`src/rtl/tsm_ahb_regbridge.sv`:
```
`timescale 1ns/1ps
// tsm_ahb_regbridge: AHB-Lite slave bridging to the sysreg/MAC register port,
// fixed-latency on reg_hit, otherwise waits for mac_ack with a timeout ERROR.
module tsm_ahb_regbridge #(
  parameter int TIMEOUT_CYC = 64,
  parameter bit ERR_ON_SIZE = 1'b1
) (
  input  logic        HCLK,
  input  logic        HRESETN,
  input  logic        HSEL,
  input  logic [31:0] HADDR,
  input  logic [1:0]  HTRANS,
  input  logic        HWRITE,
  input  logic [2:0]  HSIZE,
  input  logic        HREADYIN,
  input  logic [31:0] HWDATA,
  output logic [31:0] HRDATA,
  output logic        HREADYOUT,
  output logic        HRESP,
  output logic [4:0]  reg_addr,
  output logic [31:0] reg_wdata,
  output logic        reg_cs_n,
  output logic        reg_wr_n,
  input  logic [31:0] reg_rdata,
  input  logic        reg_hit,
  input  logic        mac_ack
);
  localparam logic [2:0] IDLE = 3'd0, CAPT = 3'd1, STROBE = 3'd2, WAIT = 3'd3, ERR1 = 3'd4, ERR2 = 3'd5;
  localparam logic [7:0] TIMEOUT = 8'(TIMEOUT_CYC);
  logic [2:0] state;
  logic [7:0] count;
  logic isWrite;
  logic accept;
  logic sizeBad;
  logic done;
  logic unusedBits;
  assign unusedBits = ^{HADDR[31:7], HTRANS[0]};
  assign accept = HSEL & HREADYIN & HTRANS[1] & ((state == IDLE) | (state == ERR2));
  assign sizeBad = ERR_ON_SIZE & ((HSIZE != 3'b010) | (HADDR[1:0] != 2'b00));
  // A sysreg hit wins over mac_ack; in WAIT only mac_ack can finish the access.
  assign done = ((state == STROBE) & (reg_hit | mac_ack)) | ((state == WAIT) & mac_ack);
  always_ff @(posedge HCLK or negedge HRESETN) begin
    if (!HRESETN) begin
      state     <= IDLE;
      count     <= 8'd0;
      isWrite   <= 1'b0;
      HRDATA    <= 32'd0;
      HREADYOUT <= 1'b1;
      HRESP     <= 1'b0;
      reg_addr  <= 5'd0;
      reg_wdata <= 32'd0;
      reg_cs_n  <= 1'b1;
      reg_wr_n  <= 1'b1;
    end else begin
      case (state)
        IDLE, ERR2: begin
          HREADYOUT <= !accept;
          HRESP     <= accept & sizeBad;
          state     <= accept ? (sizeBad ? ERR1 : CAPT) : IDLE;
          if (accept) begin
            reg_addr <= HADDR[6:2];
            isWrite  <= HWRITE;
          end
        end
        CAPT: begin
          if (isWrite) reg_wdata <= HWDATA;
          reg_cs_n <= 1'b0;
          reg_wr_n <= !isWrite;
          state    <= STROBE;
        end
        STROBE, WAIT: begin
          if (done) begin
            HRDATA    <= isWrite ? 32'd0 : reg_rdata;
            HREADYOUT <= 1'b1;
            reg_cs_n  <= 1'b1;
            reg_wr_n  <= 1'b1;
            count     <= 8'd0;
            state     <= IDLE;
          end else if (state == STROBE) begin
            count <= 8'd1;
            state <= WAIT;
          end else if (count == TIMEOUT) begin
            reg_cs_n <= 1'b1;
            reg_wr_n <= 1'b1;
            HRESP    <= 1'b1;
            count    <= 8'd0;
            state    <= ERR1;
          end else if (count != 8'hFF) begin
            count <= count + 8'd1;
          end
        end
        ERR1: begin
          HREADYOUT <= 1'b1;
          state     <= ERR2;
        end
        default: begin
          HREADYOUT <= 1'b1;
          HRESP     <= 1'b0;
          reg_cs_n  <= 1'b1;
          reg_wr_n  <= 1'b1;
          state     <= IDLE;
        end
      endcase
    end
  end
endmodule
```
`config.mk`:
```
export PLATFORM = sky130hd
export DESIGN_NAME = tsm_ahb_regbridge
export DESIGN_NICKNAME = d
export VERILOG_FILES = /design/src/rtl/tsm_ahb_regbridge.sv
export SDC_FILE = /design/constraint.sdc
export NUM_CORES = 1
export LEC_CHECK = 0
export CORE_MARGIN = 2
export CORE_UTILIZATION = 45
export DETAILED_ROUTE_END_ITERATION = 16
export PLACE_DENSITY = 0.86
export SLEW_MARGIN = 25
export SYNTH_ARGS = -nofsm -noshare
export SYNTH_HDL_FRONTEND = slang
export SYNTH_SLANG_ARGS = --single-unit
```
`constraint.sdc`:
```
create_clock -name HCLK -period 4.3 [get_ports HCLK]
set_clock_uncertainty 0.05 [all_clocks]
set_input_delay 0.645 -clock HCLK [delete_from_list [all_inputs] [get_ports HCLK]]
set_output_delay 0.645 -clock HCLK [all_outputs]
set_load 0.01 [all_outputs]
```
==> metrics.md <==
| Metric | Value |
|---|---|
| Area of the multi-input gates | around 1600 um2 |
| CTS tree | yes |
| Synthesized area | 3910 um2 |
| Flops & latches, synth | 85 |
| H-tree lvl count | 3 |
| WL met2 | roughly 4.4 mm |
| Post-layout util | 0.667 |
| Post-layout instance area | 5730 um2 |
| Vias in the first global route | 3032 |
| PnR Total Power | ~3.8 mW |
| Placed inst area | 5470 um2 |
| Total track usage | 0.198 |
| Cts hold-fix bufs | 0 |
| Routed met3 length | 545 um |
| Detail Route Antenna Nets | 0 |
| WP depth | 5 |
| Synthesized Nets | 435 |
| First-pass GRT wire length | 15.1 mm |
| Period utilisation layout | 0.541 |
| Uppermost layer routed | met4 |
| Ratio of cells with drive above 1 in the final layout | 0.142 |
| Final setup fails | 0 |
| Seq/Total Area, Yosys | 0.545 |
| R2r worst-path depth | 4 |
| CP Launch Type | primary input |
| Wl on met1 | ~4 mm |
| Max-Cap Viols | 0 |
| Chip height | between 90 and 100 um |
| Actual slew at the worst max-slew pin | 805 ps |
| FF/Latch Area | approximately 2100 um2 |
| Inserted Diodes | 0 |
| WP data required | 4460 ps |
| DP HPWL | 6.65 mm |
| Setup TNS | 0 ps |
| Worst path slowest cell | o21ai_4 |
| Clk slew on worst S/H paths | 90 ps |
| RSZ-0062 raised after global routing | no |
| Unique masters post-synth | 51 |
| Grt total ovfl | 0 |
| Total core area | 8590 um2 |
| Total Wirelength | 9.05 mm |
| WHS | 208 ps |
| Initial antenna violation count | 0 |
| Final min period | 2330 ps |
| Layout Nets | 583 |
| Final worst slack | a little under 2000 ps |
| Final hold vios | 0 |
| Max rail drop VDD | 0.315 mV |
| Critical path's top delay family | buffers and inverters |
| # rows | 34 |
| Dpl ws | 1600 ps |
| Routed wire length per instance | 15.4 um |
| Placer Congestion | between 0.8 and 0.9 |
| Status | finished, final reports clean |
| CTS resizes | 0 |
| Inst Count DP | 570 |
| Leak | 2.43 nW |
| Die footprint | 9460 um2 |
| Starting Density | 0.455 |
| CTS buffer count | 9 |
| Vias | 2971 |
| Io pins | 181 |
| CP max stage delay | approximately 510 ps |
| Average via count per standard cell | about 5.1 |
| Die width | 97.2 um |
| Final Max Slew Viols | 0 |
| I/O Buffers | 154 |
| Synth-to-Final Area Change | 46.4% |
| Router iterations before antenna repair | 4 |
| Post-Layout Cell Count | 586 |
| Max Root-Sink Buffers | 2 |
| Setup crit end kind | flip-flop |
| Worst Path Class, Setup | primary input to flip-flop |
| # DRC | 0 |
| Worst endpoint data arrival time | 2480 ps |
| Mapped Cells | around 330 |
| Fmax | 0.430 GHz |
| Pwr Density | 670 nW/um2 |
| Starting DRC count in detailed routing | 123 |
| Clock sinks | 85 |
| Layout fillers | 671 |
| Yosys warning total | 0 |
| Worst path bufs/invs | 2 |
| Crit path max fanout | 38 |
| Crit path cell chain | clkdlybuf4s50_1 > and2b_1 > o21ai_4 > buf_4 > o21ai_0 |
| Pin count of the biggest net entering global routing | 48 |
| Clk root buf | clkbuf_8 |
| Post-CTS setup buffer count | 0 |
| Worst-Skew Late Latency | ~350 ps |
| Syn_area_per_cell | 12.0 um2 |
| Rel. slew slack | 0.464 |
| Hold Path Class | primary input to asynchronous set/reset pin |
[report_power, final]
part           total [mW]  leakage [nW]  internal, mW  switching [mW]
sequential           1.40          1.06          1.14           0.258
clock               0.731         0.131         0.446           0.285
combinational        1.71          1.23          1.05           0.659
[Yosys cell counts (all sizes together)]
| cell | number | share of area |
|---|---|---|
| o211a | 1 | 0.0026 |
| a211oi | 2 | 0.0038 |
| a41oi | 1 | 0.0022 |
| a21o | 2 | 0.0038 |
| nand4b | 1 | 0.0061 |
| o221ai | 1 | 0.0022 |
| nand4 | 1 | 0.0016 |
| nand3 | 4 | 0.0064 |
| nand2b | 36 | 0.058 |
| clkbuf | 5 | 0.0048 |
| nor2 | 1 | 0.00096 |
| ha | 2 | 0.0064 |
| mux2i | 1 | 0.0026 |
| and3 | 4 | 0.0077 |
| or4 | 1 | 0.0019 |
| and2b | 1 | 0.0019 |
| a21boi | 1 | 0.0019 |
| a31o | 1 | 0.0022 |
| nor3 | 6 | 0.011 |
| o31ai | 3 | 0.0058 |
| a32o | 2 | 0.0051 |
| o21bai | 1 | 0.0019 |
| and4 | 1 | 0.0022 |
| nor2b | 4 | 0.0090 |
| dfrtp | 82 | 0.52 |
| a21oi | 10 | 0.013 |
| a32oi | 1 | 0.0022 |
| inv | 6 | 0.0058 |
| mux2 | 38 | 0.14 |
| o311ai | 2 | 0.0045 |
| and4bb | 1 | 0.0032 |
| a31oi | 4 | 0.0064 |
| buf | 14 | 0.037 |
| dfstp | 3 | 0.020 |
| o21ai | 38 | 0.050 |
| nand2 | 39 | 0.038 |
| o211ai | 2 | 0.0038 |
| o2111ai | 1 | 0.0022 |
| and2 | 1 | 0.0016 |
[path summary, 6_finish.rpt]
path                       startpoint       endpoint  slack, ps
setup / recovery              reg_hit     HRDATA[24]       1970
hold / removal                HRESETN  reg_wdata[21]        210
setup reg to reg             state[1]     HRDATA[24]       2030
hold reg to reg              reg_wr_n       reg_wr_n        410
max in group asynchronous     HRESETN   reg_wdata[5]       3370
min in group HCLK            reg_wr_n       reg_wr_n        410
[worst register-to-register path: stages (launching register included)]
cell and delay, ps:
dfrtp_1 540, nor2b_1 630, o21ai_4 360, buf_4 340, o21ai_0 260
[flip-flops by register name (all words and copies together) (netlist names)]
register,count
HRDATA,32
HREADYOUT,1
HRESP,1
count,8
isWrite,1
reg_addr,5
reg_cs_n,1
reg_wdata,32
reg_wr_n,1
state,3
[layout make-up]
type                    count  area share
clock buffers              10      0.0223
clock inverters             6      0.0234
inverters                   6     0.00393
multi-input cells         215       0.280
flip-flops and latches     85       0.372
well taps                 108      0.0236
repair buffers            156       0.275
[cell usage in the layout, fill, tap and decap left out, drive strengths merged, types with 2 or more instances in the layout]
cell type	n
o31ai	3
buf	3
nand3	4
a21o	2
dfrtp	82
a32o	2
clkdlybuf4s50	153
a31oi	4
nor3	6
ha	2
a211oi	2
mux2	38
clkbuf	10
bufinv	4
dfstp	3
inv	7
a21oi	10
and3	4
nor2b	4
o211ai	2
nand2b	36
nand2	39
o21ai	38
o311ai	2
[logic make-up after synthesis]
| kind of cell | count (synthesis) | synth area share |
|---|---|---|
| AOI/OAI and AO/OA | 73 | 0.113 |
| adders and majority gates | 2 | 0.00639 |
| buffers and inverters | 25 | 0.0473 |
| DFF | 85 | 0.545 |
| muxes | 39 | 0.140 |
| and+or+nand+nor | 101 | 0.149 |
[metal layers]
layer,GRT usage,vias up
met5,0,-
li1,-,1427
met4,0.0726,0
met2,0.321,114
met1,0.260,1413
met3,0.0504,17
Note: power is estimated with default switching activity, not from simulation.
